## src/rtl/ps2_quad_pkg.sv

```systemverilog
// Shared types, Gray-code successor tables and saturating arithmetic for the
// PS/2-to-quadrature mouse converter.
package ps2_quad_pkg;

  typedef logic [1:0] quad_phase_t;

  localparam int DELTA_W = 10;

  // Indexed by the current phase: forward walks 00->10->11->01, reverse 00->01->11->10.
  localparam logic [3:0][1:0] QUAD_FWD_SUCC = {2'b01, 2'b11, 2'b00, 2'b10};
  localparam logic [3:0][1:0] QUAD_REV_SUCC = {2'b10, 2'b00, 2'b11, 2'b01};

  // Adds two signed values and clamps the result to +/-(2^(acc_w-1)-1).
  function automatic logic signed [16:0] sat_add(input logic signed [16:0] a,
                                                 input logic signed [16:0] b,
                                                 input int acc_w);
    logic signed [17:0] sum;
    logic signed [17:0] lim;
    logic signed [17:0] neg;
    sum = {a[16], a} + {b[16], b};
    lim = (18'sd1 <<< (acc_w - 1)) - 18'sd1;
    neg = -lim;
    if (sum > lim)      return lim[16:0];
    else if (sum < neg) return neg[16:0];
    else                return sum[16:0];
  endfunction

endpackage

```

## src/rtl/ps2_quad_axis.sv

```systemverilog
// One motion axis: a saturating signed accumulator drained one count per tick,
// with a Gray-code phase stepper following the drain direction.
module ps2_quad_axis
  import ps2_quad_pkg::*;
#(
  parameter int ACC_W = 12
) (
  input  logic                      clk,
  input  logic                      reset_n,
  input  logic                      load,
  input  logic signed [DELTA_W-1:0] delta,
  input  logic                      tick,
  output quad_phase_t               phase,
  output logic                      nonzero
);

  logic signed [ACC_W-1:0] acc_q, acc_d;
  quad_phase_t             phase_q, phase_d;
  logic signed [16:0]      acc_ext, delta_ext, stepped;

  // The step direction comes from the pre-update accumulator, so a packet
  // landing on a tick still produces exactly one phase edge.
  always_comb begin
    phase_d   = phase_q;
    acc_ext   = {{(17 - ACC_W){acc_q[ACC_W-1]}}, acc_q};
    delta_ext = {{(17 - DELTA_W){delta[DELTA_W-1]}}, delta};
    stepped   = acc_ext;
    if (tick && (acc_q != '0)) begin
      if (!acc_q[ACC_W-1]) begin
        stepped = acc_ext - 17'sd1;
        phase_d = QUAD_FWD_SUCC[phase_q];
      end else begin
        stepped = acc_ext + 17'sd1;
        phase_d = QUAD_REV_SUCC[phase_q];
      end
    end
    acc_d = load ? ACC_W'(sat_add(stepped, delta_ext, ACC_W)) : ACC_W'(stepped);
  end

  always_ff @(posedge clk or negedge reset_n) begin
    if (!reset_n) begin
      acc_q   <= '0;
      phase_q <= 2'b00;
    end else begin
      acc_q   <= acc_d;
      phase_q <= phase_d;
    end
  end

  assign phase   = phase_q;
  assign nonzero = (acc_q != '0);

endmodule

```

## src/rtl/ps2_quad_mouse.sv

```systemverilog
// MiSTer PS/2 mouse packets to Atari-style quadrature outputs.
// Optional wheel axis enabled by defining PS2_QUAD_WHEEL_EN.
module ps2_quad_mouse
  import ps2_quad_pkg::*;
#(
  parameter int ACC_W = 12,
  parameter int DIV_W = 10
) (
  input  logic             clk,
  input  logic             reset_n,
  input  logic [24:0]      ps2_mouse,
  input  logic [15:0]      ps2_mouse_ext,
  input  logic [DIV_W-1:0] step_div,
  output logic [5:0]       mouse_atari,
  output logic [1:0]       wheel_phase,
  output logic             busy
);

  logic                      strobe_q, primed_q;
  logic [1:0]                btn_q;
  logic [DIV_W-1:0]          cnt_q, cnt_d;
  logic                      tick, accept;
  logic signed [DELTA_W-1:0] x_delta, y_delta;
  quad_phase_t               x_phase, y_phase;
  logic                      x_nz, y_nz, w_nz;
  logic                      unused_bits;

  // The first cycle after reset only samples the strobe level, so a strobe
  // that was already high is not mistaken for a new packet.
  assign accept = primed_q && (ps2_mouse[24] != strobe_q);

  // Counting past the maximum wraps through zero even if step_div shrank below
  // the current count.
  assign tick  = (cnt_q == step_div) || (cnt_q == '1);
  assign cnt_d = tick ? '0 : cnt_q + DIV_W'(1);

  always_ff @(posedge clk or negedge reset_n) begin
    if (!reset_n) begin
      strobe_q <= 1'b0;
      primed_q <= 1'b0;
      btn_q    <= 2'b00;
      cnt_q    <= '0;
    end else begin
      strobe_q <= ps2_mouse[24];
      primed_q <= 1'b1;
      cnt_q    <= cnt_d;
      if (accept) btn_q <= ps2_mouse[1:0];
    end
  end

  assign x_delta = {ps2_mouse[4], ps2_mouse[4], ps2_mouse[15:8]};
  assign y_delta = -{ps2_mouse[5], ps2_mouse[5], ps2_mouse[23:16]};

  ps2_quad_axis #(.ACC_W(ACC_W)) u_x (
    .clk(clk), .reset_n(reset_n), .load(accept && !ps2_mouse[6]),
    .delta(x_delta), .tick(tick), .phase(x_phase), .nonzero(x_nz)
  );

  ps2_quad_axis #(.ACC_W(ACC_W)) u_y (
    .clk(clk), .reset_n(reset_n), .load(accept && !ps2_mouse[7]),
    .delta(y_delta), .tick(tick), .phase(y_phase), .nonzero(y_nz)
  );

`ifdef PS2_QUAD_WHEEL_EN
  quad_phase_t               w_phase;
  logic signed [DELTA_W-1:0] w_delta;

  assign w_delta = {{(DELTA_W - 8){ps2_mouse_ext[7]}}, ps2_mouse_ext[7:0]};

  ps2_quad_axis #(.ACC_W(ACC_W)) u_w (
    .clk(clk), .reset_n(reset_n), .load(accept),
    .delta(w_delta), .tick(tick), .phase(w_phase), .nonzero(w_nz)
  );

  assign wheel_phase = w_phase;
  assign unused_bits = ^{ps2_mouse[3:2], ps2_mouse_ext[15:8]};
`else
  assign w_nz        = 1'b0;
  assign wheel_phase = 2'b00;
  assign unused_bits = ^{ps2_mouse[3:2], ps2_mouse_ext};
`endif

  assign mouse_atari = {btn_q, y_phase, x_phase};
  assign busy        = x_nz || y_nz || w_nz;

endmodule

```

## config.mk

```make
export PLATFORM = sky130hd
export DESIGN_NAME = ps2_quad_mouse
export DESIGN_NICKNAME = d
export VERILOG_FILES = /design/src/rtl/ps2_quad_pkg.sv /design/src/rtl/ps2_quad_axis.sv /design/src/rtl/ps2_quad_mouse.sv
export SDC_FILE = /design/constraint.sdc
export NUM_CORES = 1
export LEC_CHECK = 0
export BUFFER_PORTS_ARGS = -buffer_cell sky130_fd_sc_hd__buf_2
export CORE_MARGIN = 8
export CORE_UTILIZATION = 60
export DETAILED_ROUTE_END_ITERATION = 8
export PLACE_DENSITY = 0.83
export REMOVE_ABC_BUFFERS = 1
export SETUP_SLACK_MARGIN = 0.3
export SLEW_MARGIN = 0
export SYNTH_ARGS = -nofsm -noshare
export SYNTH_HDL_FRONTEND = slang
export SYNTH_SLANG_ARGS = --single-unit
export TNS_END_PERCENT = 1
```

## constraint.sdc

```tcl
create_clock -name clk -period 13.5 [get_ports clk]
set_input_delay 0 -clock clk [delete_from_list [all_inputs] [get_ports clk]]
set_output_delay 0 -clock clk [all_outputs]
set_load 0.02 [all_outputs]
```

After elaboration in Yosys (flattened, before gate mapping)
Index checks and enable logic that the tools add are counted.
Storage, ports and cells
  flip-flop bits (word level): 42
  bits of input ports: 53
  output and inout port bits: 9
  word-level logic and storage cells: 57
Operators by class
  add/subtract/negate cells: 8
  $lt $le $gt $ge: 6
  eq/ne operators: 3
  multiplexer cells: 21
  reductions and logical operators: 11
Operator list (count)
  $mux W12: 6
  $mux W17: 4
  $gt A18 B12 Y1 const B: 2
  $lt A18 B12 Y1 const B: 2
  $add A12 B2 Y13 const B: 2
  $sub A12 B2 Y13 const B: 2
  $reduce_bool A12 Y1: 2
  $add A17 B10 Y18: 1
  $add A17 B9 Y18: 1
  $bmux W2 S2: 4
  $mux W2: 6
  $add A10 B1 Y10 const B: 1
  $eq A10 B10 Y1: 1
  $eq A10 B10 Y1 const B: 1
  $mux W10: 1
  $neg A10 Y10: 1
  $lt A2 B3 Y1 const B: 2
  $logic_and A1 B1 Y1: 5
  $logic_not A1 Y1: 2
  $logic_or A1 B1 Y1: 2
  $ne A1 B1 Y1: 1

Depth between registers and ports, before layout
Gate-level depths: netlist (run 1).
  depth in word-level cells: 9
  gate-level depth with buffers: 20
  mapped depth without buffers: 19

Hierarchy
Synthesis (run 1) repeated with hierarchy kept, for this count alone.
Second synthesis, totals
  cell total of the unflattened synthesis: 610
  area total of the unflattened synthesis: 5163.7 µm²
Modules (own cells, without submodules)
  ps2_quad_axis at u_x: instances 1, cells each 265, area an instance 2174.6 µm², sequential area each 350.3 µm²
  ps2_quad_axis at u_y: instances 1, cells each 251, area an instance 2095.8 µm², sequential area each 350.3 µm²
  ps2_quad_mouse: instances 1, cells each 94, area an instance 893.4 µm², sequential area each 350.3 µm²

Least setup slack after synthesis (run 1)
OpenSTA, ideal clock, no wires.
  path kind: register -> register
  start: register u_x.acc_q[11]
  end: register u_x.acc_q[2]
  setup time: 0.139 ns
  arrival time: 4.183 ns
  required time: 13.361 ns
  path slack: 9.178 ns
  cell stages (with the launch flop): 19
  buffers on the path: 1
  clock period less this slack: 4.322 ns
  cell sequence: dfrtp_1 > inv_1 > ha_1 > nor4b_1 > nand3_1 > o21ai_1 > clkbuf_1 > nor2_1 > a21oi_1 > inv_1 > ha_1 > a21o_1 > a41o_2 > o2111ai_2 > a21oi_1 > xnor2_1 > or4_4 > a211oi_4 > nor4_1
Between the ends
  longest elaborated chain between the ends: 8
  elaborated cells on any way between the ends: 12
  classes of those cells: add/sub: 3; order compare: 2; mux: 5; reduce/logical: 2
Ends and longest elaborated chain
  start: declaration: line ps2_quad_axis.sv:17  | logic signed [ACC_W-1:0] acc_q, acc_d;
  start signal: assignment: line ps2_quad_axis.sv:42  | acc_q <= '0;
  start signal: assignment: line ps2_quad_axis.sv:45  | acc_q <= acc_d;
  $sub A12 B2 Y13 (tied with other cells): line ps2_quad_axis.sv:30  | stepped = acc_ext - 17'sd1;
  $mux W17 / $logic_and A1 B1 Y1 (equally long branches): line ps2_quad_axis.sv:29, ps2_quad_axis.sv:28
  $mux W17 (*): line ps2_quad_axis.sv:28  | if (tick && (acc_q != '0)) begin
  $add A17 B9 Y18: line ps2_quad_pkg.sv:20  | sum = {a[16], a} + {b[16], b};
  $lt A18 B12 Y1: line ps2_quad_pkg.sv:24  | else if (sum < neg) return neg[16:0];
  $mux W12: line ps2_quad_pkg.sv:24
  $mux W12: line ps2_quad_pkg.sv:23  | if (sum > lim) return lim[16:0];
  $mux W12 (*): line ps2_quad_axis.sv:37  | acc_d = load ? ACC_W'(sat_add(stepped, delta_ext, ACC_W)) : ACC_W'(stepped);
  via u_x.acc_d[2]: line ps2_quad_axis.sv:17
Mark *: on every way through the listed nets, which the timed path passes. The rest lies on a longest branch.
A chain may end at the register's enable or synchronous reset.

Worst setup path after layout (run 1)
  start: register u_x.acc_q[11]
  end: register u_x.acc_q[1]
The elaborated chain is that of the path after synthesis.

==> metrics.md, run 1 <==
| Metric | Value |
|---|---|
| Area of the core region | `7647 um2` |
| CTS max path bufs | `2` |
| Most instantiated library cell after synthesis | `sky130_fd_sc_hd__nor2_1` |
| Part of the Yosys area used for sequential elements | `22.54%` |
| Count of warnings emitted by yosys | `0` |
| Largest area contributor in the synthesized netlist | `sky130_fd_sc_hd__dfrtp_1` |
| Final HPWL DP | `8.714 mm` |
| WHS Path Cells | `3` |
| R2r worst-path depth | `18` |
| Filler instances | `650` |
| Final critical delay including setup and external delays | `5169 ps` |
| Crit path kind | `reg -> reg` |
| Final number of hold-violating endpoints | `0` |
| Maximum operating frequency | `193.5 MHz` |
| Antenna Nets Post-Route | `0` |
| First-pass iteration count of the detailed router | `4` |
| Aggregate routed wire length | `10.66 mm` |
| Outcome | `finished, final reports clean` |
| Initial antenna violation count | `0` |
| Average routed wire per standard cell | `14.90 um` |
| Startpoint of the lowest-slack register-to-register path | `u_x.acc_q[11]` |
| Worst setup EP type | `register` |
| Root buffer cell | `sky130_fd_sc_hd__clkbuf_8` |
| First-pass GRT wire length | `18.62 mm` |
| Arrival time of data at the critical path endpoint | `5300 ps` |
| Count of placed standard cells including taps | `704` |
| Post-CTS clock slew at the launch and capture registers of the worst setup and hold paths | `70 ps` |
| TritonCTS Buffers | `5` |
| Post-Syn Area | `4662 um2` |
| Number of antenna repair diodes | `0` |
| Initial Util | `60.96%` |
| Die area | `10,850 um2` |
| I/O pin count | `62` |
| Total vias in the final route | `4,227` |
| Launch point of the worst hold path | `ps2_mouse[7]` |
| Class of the tightest hold or removal check | `in -> reg` |
| Setup slack, reg-to-reg | `8330 ps` |
| Worst setup path startpoint | `u_x.acc_q[11]` |
| Number of design rule violations left after detail routing | `0` |
| Via density per instance | `5.912` |
| Async S/R FF share, synth | `100.0%` |
| Skew-Pair Late Insertion Delay | `290 ps` |
| Power density normalized to cell area | `236.7 nW/um2` |
| # rows | `32` |
| Final setup viols | `0` |
| RSZ-0062 raised after global routing | `false` |
| Die Ht | `104.1 um` |
| Final standard cell utilization of the core | `66.26%` |
| Hold_ws | `78.89 ps` |
| Post-Synthesis Mean Instance Area | `8.150 um2` |
| Leakage component of the power | `0.002263 uW` |
| Final setup TNS | `0 ps` |
| Number of instances in the synthesized netlist | `572` |
| Ratio of cells with drive above 1 in the final layout | `12.40%` |
| Worst Skew | `3.774 ps` |
| Maximum number of pins on one net before global-route repair | `43` |
| Number of slew-limit violations in the final report | `0` |
| CP Max Fanout | `26` |
| Hold bufs inserted after CTS | `4` |
| Worst rel slew slack | `38.30%` |
| Starting DRT DRC Count | `169` |
| Sort of element at the start of the critical path | `register` |
| Area fraction of the dominant cell type after synthesis | `22.54%` |
| Layout Nets | `720` |
| Multi-input gate area | `3470 um2` |
| P&R area growth vs syn | `8.696%` |
| Main area contributors after synthesis | `sky130_fd_sc_hd__dfrtp_1 23%, sky130_fd_sc_hd__ha_1 13%, sky130_fd_sc_hd__xnor2_1 6.8%` |
| Total power | `1200 uW` |
| Overflow left after global routing | `0` |
| Worst ir drop on vdd | `0.1113 mV` |
| Number of port buffers | `41` |
| R2R Path End | `u_x.acc_q[1]` |
| # resized after CTS | `0` |
| Most instantiated cells after synthesis | `65 x sky130_fd_sc_hd__nor2_1, 52 x sky130_fd_sc_hd__nand2_1, 50 x sky130_fd_sc_hd__ha_1` |
| Clock tree from TritonCTS | `done` |
| CTS H-Tree Depth | `2` |
| Final estimated routing congestion in global placement | `0.9026` |
| Endpoint of the worst hold-timing path | `u_y.acc_q[10]` |
| Required @ worst endpoint | `13,630 ps` |
| Vias in the first global route | `4,307` |
| Number of buffers inserted by post-CTS setup repair | `0` |
| Seq cells post-synth | `42` |
| Clock sink total | `42` |
| Die W | `104.1 um` |
| Worst Max-Slew Pin Slew | `925.5 ps` |
| Post-route clock period utilization | `38.29%` |
| Count of maximum capacitance violations | `0` |
| EDFF count, synth | `0` |
| Seq. cell area | `1051 um2` |
| Count of placed standard cells in the final layout, fillers left out | `715` |
| Number of library cell types mapped by synthesis | `70` |
| Flip-flop cell with the highest count after synthesis | `sky130_fd_sc_hd__dfrtp_1` |
| Global routing usage summed across all routing layers | `19.90%` |
## final cells by class
class                   instances  share of cell area (%)
inverters                      22                   1.630
clock buffers                   7                   1.506
repair buffers                 47                   5.136
multi-input cells             495                   68.47
flip-flops and latches         42                   20.74
well taps                     102                   2.519
## through the flow
stage	instance area, um2	setup slack, ps
floorplan	4603	8904
global placement	4951	8572
detailed placement	4951	8337
CTS	5067	8317
global route	5067	7889
finish	5067	8331
## per-layer routing
metal | part of all wire [%] | track usage (%)
met5 | 0 | 0
met4 | 2.3 | 6.825
met3 | 3.5 | 2.974
met2 | 51 | 36.76
met1 | 43 | 22.66
## kinds of logic after synthesis
group,count (synthesis),share of synthesized area [%]
mux,7,1.637
compound gates,165,24.85
xor+xnor,59,11.08
other cells,2,0.1611
buf+inv,36,3.113
flops,42,22.54
simple gates,207,21.47
fa+ha+maj,54,15.14
## sequential cells by signal, summed over array words and instances (netlist names)
name       cells
btn_q          2
u_y.phase      2
u_x.acc_q     12
cnt_q         10
u_y.acc_q     12
primed_q       1
u_x.phase      2
strobe_q       1
## placed cells by master (no fill, tap or decap), types with 4 or more instances in the layout
master,count
sky130_fd_sc_hd__o31ai_1,4
sky130_fd_sc_hd__mux2_2,5
sky130_fd_sc_hd__a2bb2oi_1,5
sky130_fd_sc_hd__or2_2,7
sky130_fd_sc_hd__a21oi_1,32
sky130_fd_sc_hd__or3_1,7
sky130_fd_sc_hd__xnor2_1,36
sky130_fd_sc_hd__inv_1,22
sky130_fd_sc_hd__dlygate4sd3_1,4
sky130_fd_sc_hd__dfrtp_1,42
sky130_fd_sc_hd__fa_1,4
sky130_fd_sc_hd__o211ai_1,6
sky130_fd_sc_hd__xor2_1,23
sky130_fd_sc_hd__a21o_1,11
sky130_fd_sc_hd__o2111ai_1,6
sky130_fd_sc_hd__buf_2,41
sky130_fd_sc_hd__nand4_1,5
sky130_fd_sc_hd__nor2_1,65
sky130_fd_sc_hd__a211oi_1,10
sky130_fd_sc_hd__nor4_1,7
sky130_fd_sc_hd__o21bai_1,6
sky130_fd_sc_hd__a31oi_1,5
sky130_fd_sc_hd__ha_1,50
sky130_fd_sc_hd__nor2b_1,14
sky130_fd_sc_hd__and3_1,6
sky130_fd_sc_hd__o21a_1,7
sky130_fd_sc_hd__nand3_1,11
sky130_fd_sc_hd__clkbuf_8,5
sky130_fd_sc_hd__nand2_1,52
sky130_fd_sc_hd__o21ai_0,41
sky130_fd_sc_hd__nor3_1,18
## how the worst max path moves through the flow
stage,to,slack [ps],cells after the start
2_1_floorplan,u_x.acc_q[2],8900,15
3_3_place_gp,u_x.acc_q[1],8570,18
3_5_place_dp,u_x.acc_q[1],8340,18
4_1_cts,u_x.acc_q[1],8320,18
5_1_grt,u_x.acc_q[1],7890,18
6_report,u_x.acc_q[1],8330,18
## power by group
part	internal, uW	leakage, uW	total [uW]	switching (uW)
registers	172	0.000488	225	52.8
logic	391	0.00174	900	509
clock network	35.6	0.0000383	74.6	39.0
## critical path: stages, from the launching register on
cell and delay [ps]:
sky130_fd_sc_hd__dfrtp_1 490, sky130_fd_sc_hd__inv_1 330, sky130_fd_sc_hd__ha_1 240, sky130_fd_sc_hd__nor4b_1 310, sky130_fd_sc_hd__nand3_1 170, sky130_fd_sc_hd__o21ai_1 110
sky130_fd_sc_hd__buf_4 270, sky130_fd_sc_hd__nor2_1 70, sky130_fd_sc_hd__a21oi_1 300, sky130_fd_sc_hd__inv_1 90, sky130_fd_sc_hd__ha_1 290, sky130_fd_sc_hd__a21o_1 200
sky130_fd_sc_hd__a41o_2 290, sky130_fd_sc_hd__o2111ai_2 250, sky130_fd_sc_hd__a2111oi_0 190, sky130_fd_sc_hd__a311oi_2 420, sky130_fd_sc_hd__nand3_1 220, sky130_fd_sc_hd__a21oi_1 580
sky130_fd_sc_hd__a221oi_1 170
Note: power is estimated with default switching activity, not from simulation.
==> run 2: changes to the inputs <==
CORE_UTILIZATION = 54   (was 60)
PLACE_DENSITY = 0.78   (was 0.83)
clock period = 4.44 ns   (was 13.5 ns; I/O delays follow)
==> run 2 against run 1 <==
First-iteration DRC count grew 36%; highest routed layer unchanged; core utilization increased by 4.7 points; worst setup slack got worse by 8100 ps; routed wire length rose by 20%; final cell count is 9.5% higher; via count increased by 9.7%; flip-flop and latch count is the same; sequential power grew to 3.0 times the previous value; critical path type unchanged; register-to-register slack got worse by 8100 ps; design area is 20% higher; clock skew is 4.3 ps higher; clock-buffer cell count shrank 1.
==> metrics.md, run 2 (synthesis results as in run 1) <==
| Metric | Value |
|---|---|
| Required @ worst endpoint | `4620 ps` |
| Final critical delay including setup and external delays | `4176 ps` |
| TritonCTS Buffers | `5` |
| Filler instances | `644` |
| Root buffer cell | `sky130_fd_sc_hd__clkbuf_8` |
| P_int | `2379 uW` |
| Arrival time of data at the critical path endpoint | `4360 ps` |
| Multi-input gate area | `3956 um2` |
| Seq. cell area | `1052 um2` |
| Endpoint of the worst hold-timing path | `u_y.acc_q[10]` |
| Clock sink total | `42` |
| Number of antenna repair diodes | `0` |
| Overflow left after global routing | `0` |
| Class of the tightest hold or removal check | `in -> reg` |
| Met3 global-route usage | `1.832%` |
| Setup slack, reg-to-reg | `260 ps` |
| Total vias in the final route | `4,638` |
| Startpoint of the lowest-slack register-to-register path | `cnt_q[4]` |
| Average routed wire per standard cell | `16.26 um` |
| Number of design rule violations left after detail routing | `0` |
| # rows | `34` |
| First-pass GRT wire length | `19.71 mm` |
| Logic gate share of total power | `80.3%` |
| Switching power as a share of total power | `48.63%` |
| Ratio of cells with drive above 1 in the final layout | `32.00%` |
| Placed inst area | `5184 um2` |
| Count of placed standard cells including taps | `740` |
| Global Route met2 Usage | `35.31%` |
| Number of slew-limit violations in the final report | `0` |
| Area of the core region | `8551 um2` |
| Aggregate routed wire length | `12.73 mm` |
| Final setup TNS | `0 ps` |
| Psw | `2252 uW` |
| Count of placed standard cells in the final layout, fillers left out | `783` |
| Most used cells in the layout excluding fill and tap cells | `63 x sky130_fd_sc_hd__nor2_1, 59 x sky130_fd_sc_hd__buf_4, 51 x sky130_fd_sc_hd__nand2_1` |
| Number of port buffers | `41` |
| Global routing usage summed across all routing layers | `19.88%` |
| Maximum number of pins on one net before global-route repair | `43` |
| First-pass iteration count of the detailed router | `4` |
| CP Max Fanout | `8` |
| Final number of hold-violating endpoints | `0` |
| Initial Util | `54.52%` |
| Worst ir drop on vdd | `0.4599 mV` |
| Worst setup EP type | `register` |
| Worst rel slew slack | `35.95%` |
| Final estimated routing congestion in global placement | `0.8919` |
| P&R area growth vs syn | `30.17%` |
| R2R Path End | `u_x.acc_q[1]` |
| Clock share of power | `5.3%` |
| Final setup viols | `0` |
| Count of maximum capacitance violations | `0` |
| R2r worst-path depth | `18` |
| Antenna Nets Post-Route | `0` |
| Skew-Pair Late Insertion Delay | `300 ps` |
| Die Ht | `108.9 um` |
| Starting DRT DRC Count | `230` |
| Final HPWL DP | `8.998 mm` |
| Sort of element at the start of the critical path | `register` |
| Launch point of the worst hold path | `ps2_mouse[7]` |
| Clock tree from TritonCTS | `done` |
| Vias in the first global route | `4,428` |
| Worst Max-Slew Pin Slew | `960.8 ps` |
| Via density per instance | `5.923` |
| Hold_ws | `73.85 ps` |
| Post-route clock period utilization | `94.05%` |
| Maximum operating frequency | `239.5 MHz` |
| Leakage component of the power | `0.002637 uW` |
| Layout Nets | `783` |
| Outcome | `finished, final reports clean` |
| Most common cell after layout, fill and taps aside | `sky130_fd_sc_hd__nor2_1` |
| I/O pin count | `62` |
| Initial antenna violation count | `0` |
| Registers with the highest flip-flop counts | `u_x.acc_q (12), u_y.acc_q (12), cnt_q (10)` |
| Final cell area excluding filler cells | `6068 um2` |
| Portion of total power attributed to sequential cells | `14.4%` |
| CTS H-Tree Depth | `2` |
| Post-CTS clock slew at the launch and capture registers of the worst setup and hold paths | `80 ps` |
| Met1 usage in global routing | `24.69%` |
| Most Used Layer, Global Route | `met2` |
| Die W | `108.9 um` |
| WHS Path Cells | `3` |
| Die area | `11,860 um2` |
| Total power | `4631 uW` |
| CTS max path bufs | `2` |
| Crit path kind | `reg -> reg` |
| Power density normalized to cell area | `763.1 nW/um2` |
| Worst Skew | `8.107 ps` |
| RSZ-0062 raised after global routing | `true` |
run 2: cell count changes in the layout (fill, tap and decap cells not counted), moves of 7 or more:
cell,change
sky130_fd_sc_hd__o21ai_0,-17
sky130_fd_sc_hd__buf_4,+57
sky130_fd_sc_hd__ha_2,+8
sky130_fd_sc_hd__o21ai_2,+8
sky130_fd_sc_hd__a21oi_2,+7
sky130_fd_sc_hd__a21oi_1,-9
sky130_fd_sc_hd__o21ai_1,+9
sky130_fd_sc_hd__ha_1,-17
sky130_fd_sc_hd__ha_4,+9
run 2: power by group through the flow:
stage | logic, uW | clock network (uW) | registers (uW)
after global placement | 2800 | 0 | 665
after CTS | 3070 | 252 | 661
after global routing | 4050 | 266 | 684
after floorplan | 2180 | 0 | 652
after detailed placement | 2890 | 0 | 667
final | 3720 | 246 | 665
run 2: layer usage:
metal,vias to the layer above,routed length (um)
met5,-,0
met4,0,195
met3,20,391
met2,100,6499
met1,2218,5648
li1,2300,-
run 2: timing repair:
| item | CTS | global route |
|---|---|---|
| buffers inserted | 10 | 22 |
| hold buffers | 4 | 0 |
| endpoints found under the hold margin | 45 | 0 |
| resized for setup | 31 | 82 |
| gates cloned | 0 | 1 |
| setup endpoints to repair | 22 | 23 |
| pin swaps | 13 | 42 |
run 2: metrics by stage:
stage	util, %	setup slack, ps
final	70.97	264.4
after global routing	70.97	102.7
after CTS	64.24	289.8
after detailed placement	60.62	-177.2
after global placement	60.62	62.47
after floorplan	-	-155.8
run 2: worst max-delay path by stage:
stage / cells after the start / start / endpoint / slack (ps)
2_1_floorplan: 15 / cnt_q[0] / u_x.acc_q[2] / -160
3_3_place_gp: 18 / u_x.acc_q[11] / u_x.acc_q[1] / 60
3_5_place_dp: 18 / u_x.acc_q[11] / u_x.acc_q[1] / -180
4_1_cts: 18 / cnt_q[3] / u_y.acc_q[0] / 290
5_1_grt: 18 / u_x.acc_q[11] / u_x.acc_q[2] / 100
6_report: 18 / cnt_q[4] / u_x.acc_q[1] / 260
run 2: cell type report:
type                       instances  share of cell area [%]
clock buffer                       6                   1.361
tap                              108                   2.227
inverter                          22                   1.361
timing repair buffer             110                   12.52
sequential                        42                   17.34
multi-input combinational        495                   65.20
run 2: critical path, cell delays in order (launching register included):
cell                       delay, ps
sky130_fd_sc_hd__dfrtp_1         430
sky130_fd_sc_hd__buf_4           150
sky130_fd_sc_hd__nand3_1         130
sky130_fd_sc_hd__nor3_2           70
sky130_fd_sc_hd__and3_1          220
sky130_fd_sc_hd__o21ai_2         140
sky130_fd_sc_hd__buf_6           170
sky130_fd_sc_hd__buf_8           130
sky130_fd_sc_hd__mux2_2          380
sky130_fd_sc_hd__ha_4            310
sky130_fd_sc_hd__o21a_1          160
sky130_fd_sc_hd__o22a_1          200
sky130_fd_sc_hd__o31ai_4         120
sky130_fd_sc_hd__o211a_1         260
sky130_fd_sc_hd__or3b_2          500
sky130_fd_sc_hd__a21oi_4         210
sky130_fd_sc_hd__a211oi_4         80
sky130_fd_sc_hd__buf_6           140
sky130_fd_sc_hd__a221oi_1        240
==> run 3: changes to the inputs <==
ABC_AREA = 1   (was unset)
CORE_UTILIZATION = 55   (was 54)
PLACE_DENSITY = 0.79   (was 0.78)
==> run 3 against run 2 <==
Worst hold slack gained 76 ps; non-clock buffer count shrank 52; final cell count grew 33%.
==> metrics.md, run 3 <==
| Metric | Value |
|---|---|
| Delay of the slowest cell on the worst path | `460 ps` |
| Number of port buffers | `41` |
| CTS max path bufs | `2` |
| Final setup TNS | `0 ps` |
| Filler instances | `870` |
| Die Ht | `113.4 um` |
| Average routed wire per standard cell | `12.48 um` |
| Final HPWL DP | `10.02 mm` |
| WHS Path Cells | `5` |
| Worst setup EP type | `register` |
| Number of library cell types mapped by synthesis | `40` |
| TritonCTS Buffers | `5` |
| First-pass iteration count of the detailed router | `5` |
| Worst ir drop on vdd | `0.2850 mV` |
| Power density normalized to cell area | `680.9 nW/um2` |
| Global routing usage summed across all routing layers | `19.42%` |
| Most used cells in the layout excluding fill and tap cells | `257 x sky130_fd_sc_hd__nand2_1, 139 x sky130_fd_sc_hd__inv_1, 76 x sky130_fd_sc_hd__nor2_1` |
| Worst Skew | `8.455 ps` |
| Count of warnings emitted by yosys | `0` |
| Outcome | `finished, final reports clean` |
| Total vias in the final route | `5,375` |
| # rows | `35` |
| Number of antenna repair diodes | `0` |
| Clock tree from TritonCTS | `done` |
| Die W | `113.4 um` |
| Most common cell after layout, fill and taps aside | `sky130_fd_sc_hd__nand2_1` |
| Launch point of the worst hold path | `ps2_mouse[7]` |
| Count of placed standard cells in the final layout, fillers left out | `1,039` |
| Main area contributors after synthesis | `sky130_fd_sc_hd__dfrtp_1 20%, sky130_fd_sc_hd__nand2_1 19%, sky130_fd_sc_hd__ha_1 12%` |
| Maximum number of pins on one net before global-route repair | `43` |
| Final estimated routing congestion in global placement | `0.8752` |
| CP Max Fanout | `6` |
| Worst rel slew slack | `37.71%` |
| Part of the Yosys area used for sequential elements | `20.14%` |
| Number of instances in the synthesized netlist | `850` |
| Cell breakdown of the critical path | `clkinvlp_4 > buf_12 > ha_1 > inv_1 > o31ai_2 > nand2_1 > nand2_1 > xor2_1 > o21ai_1 > ha_1 > nand2_1 > nor2_2 > nand2_1 > nand2_1 > nand2_1 > nand3_1 > nand2_2 > a21oi_4 > nor2_4 > buf_4 > a21oi_1` |
| Registers with the highest flip-flop counts | `u_x.acc_q (12), u_y.acc_q (12), cnt_q (10)` |
| Area fraction of the dominant cell type after synthesis | `20.14%` |
| Leakage component of the power | `0.003306 uW` |
| I/O pin count | `62` |
| Final number of hold-violating endpoints | `0` |
| Clock sink total | `42` |
| Final critical delay including setup and external delays | `3924 ps` |
| Required @ worst endpoint | `4670 ps` |
| R2r worst-path depth | `21` |
| Sort of element at the start of the critical path | `register` |
| Count of maximum capacitance violations | `0` |
| CP max stage cell | `sky130_fd_sc_hd__dfrtp_2` |
| Post-CTS clock slew at the launch and capture registers of the worst setup and hold paths | `90 ps` |
| Skew-Pair Late Insertion Delay | `310 ps` |
| Initial antenna violation count | `0` |
| Number of design rule violations left after detail routing | `0` |
| First-pass GRT wire length | `21.00 mm` |
| Layout Nets | `1,016` |
| Startpoint of the lowest-slack register-to-register path | `u_y.acc_q[11]` |
| Flip-flop cell with the highest count after synthesis | `sky130_fd_sc_hd__dfrtp_1` |
| Initial Util | `56.47%` |
| Number of slew-limit violations in the final report | `0` |
| Post-Synthesis Mean Instance Area | `6.138 um2` |
| Most instantiated cells after synthesis | `266 x sky130_fd_sc_hd__nand2_1, 141 x sky130_fd_sc_hd__inv_1, 77 x sky130_fd_sc_hd__nor2_1` |
| Die area | `12,860 um2` |
| Starting DRT DRC Count | `362` |
| Overflow left after global routing | `0` |
| Maximum operating frequency | `254.9 MHz` |
| Critical path's top delay family | `simple AND/OR/NAND/NOR gates` |
| Final standard cell utilization of the core | `65.48%` |
| Seq cells post-synth | `42` |
| Post-route clock period utilization | `88.37%` |
| Async S/R FF share, synth | `100.0%` |
| Worst Max-Slew Pin Slew | `934.4 ps` |
| Endpoint of the worst hold-timing path | `u_y.acc_q[11]` |
| RSZ-0062 raised after global routing | `true` |
| Root buffer cell | `sky130_fd_sc_hd__clkbuf_8` |
| Class of the tightest hold or removal check | `in -> reg` |
| Via density per instance | `5.173` |
| Final setup viols | `0` |
| CTS H-Tree Depth | `2` |
| Crit path kind | `reg -> reg` |
| Worst path most repeated cell | `sky130_fd_sc_hd__nand2_1` |
| Largest area contributor in the synthesized netlist | `sky130_fd_sc_hd__dfrtp_1` |
| Arrival time of data at the critical path endpoint | `4150 ps` |
| Count of placed standard cells including taps | `1,015` |
| R2R Path End | `u_y.acc_q[6]` |
| Antenna Nets Post-Route | `0` |
| Post-Syn Area | `5218 um2` |
| EDFF count, synth | `0` |
| Aggregate routed wire length | `12.97 mm` |
| Most instantiated library cell after synthesis | `sky130_fd_sc_hd__nand2_1` |
| P&R area growth vs syn | `15.97%` |
| Number of buffer and inverter instances along the worst setup path | `4` |
| Area of the core region | `9240 um2` |
| Ratio of cells with drive above 1 in the final layout | `13.74%` |
| Vias in the first global route | `4,677` |
| Setup slack, reg-to-reg | `520 ps` |
-- run 3: area by class of cell --
cell class	count	area [um2]	share of cell area [%]
Tap cell	129	161.4	2.667
Inverter	142	536.8	8.871
Multi-Input combinational cell	660	3835	63.38
Sequential cell	42	1054	17.41
Timing Repair Buffer	58	355.3	5.873
Clock buffer	5	68.82	1.137
Clock inverter	3	40.04	0.6617
-- run 3: worst min-delay path, cell delays in order --
cell                      delay (ps)
sky130_fd_sc_hd__buf_2            90
sky130_fd_sc_hd__nor2_1           40
sky130_fd_sc_hd__buf_4           170
sky130_fd_sc_hd__nand2_1          80
sky130_fd_sc_hd__o21ai_1          50
-- run 3: what timing repair did --
| action | 4_1_cts | 5_1_grt |
|---|---|---|
| hold endpoints to repair | 45 | 0 |
| setup buffers | 0 | 7 |
| gates resized for setup | 0 | 51 |
| hold buffers | 4 | 0 |
| endpoints found under the setup margin | 0 | 22 |
-- run 3: per-layer routing --
metal  track usage [%]  up-vias  wire (um)  share of wire (%)
li1                  -     2828          -                  -
met1             28.25     2396       6408                 49
met2             29.33      135       5596                 43
met3             2.536       16        761                5.9
met4             5.240        0        199                1.5
met5                 0        -          0                  0
-- run 3: stage by stage --
stage | instance area (um2) | worst slack [ps] | hold WS, ps | power (uW)
floorplan | 5140 | 861.9 | -295.6 | 2897
global route | 6051 | 264.0 | 166.5 | 4576
detailed placement | 5552 | 399.7 | 141.8 | 3487
finish | 6051 | 516.3 | 149.5 | 4120
CTS | 5700 | 368.1 | 135.5 | 3823
global placement | 5552 | 428.9 | 139.8 | 3433
-- run 3: cells by family (layout without fill, tap and decap cells) --
group / after synthesis / count (layout) / synth area share, %
DFF: 42 / 42 / 20.14
adders and majority gates: 54 / 54 / 13.53
buffers and inverters: 154 / 208 / 11.77
and+or+nand+nor: 452 / 457 / 36.86
AOI/OAI and AO/OA: 113 / 113 / 12.01
xor gates and xnor gates: 33 / 33 / 5.539
other: 2 / 3 / 0.1439
-- run 3: worst max-delay path by stage --
stage / startpoint / to / slack, ps / cells past startpoint
floorplan: cnt_q[0] / u_x.acc_q[0] / 860 / 31
global placement: u_y.acc_q[11] / u_y.acc_q[2] / 430 / 22
detailed placement: cnt_q[0] / u_x.acc_q[0] / 400 / 31
CTS: cnt_q[0] / u_x.acc_q[0] / 370 / 31
global route: cnt_q[0] / u_y.acc_q[2] / 260 / 30
finish: u_y.acc_q[11] / u_y.acc_q[6] / 520 / 21
-- run 3: report_power, final --
group,internal (uW),switching (uW)
clock,166,138
combinational,1180,1970
sequential,515,153
total,1860,2260
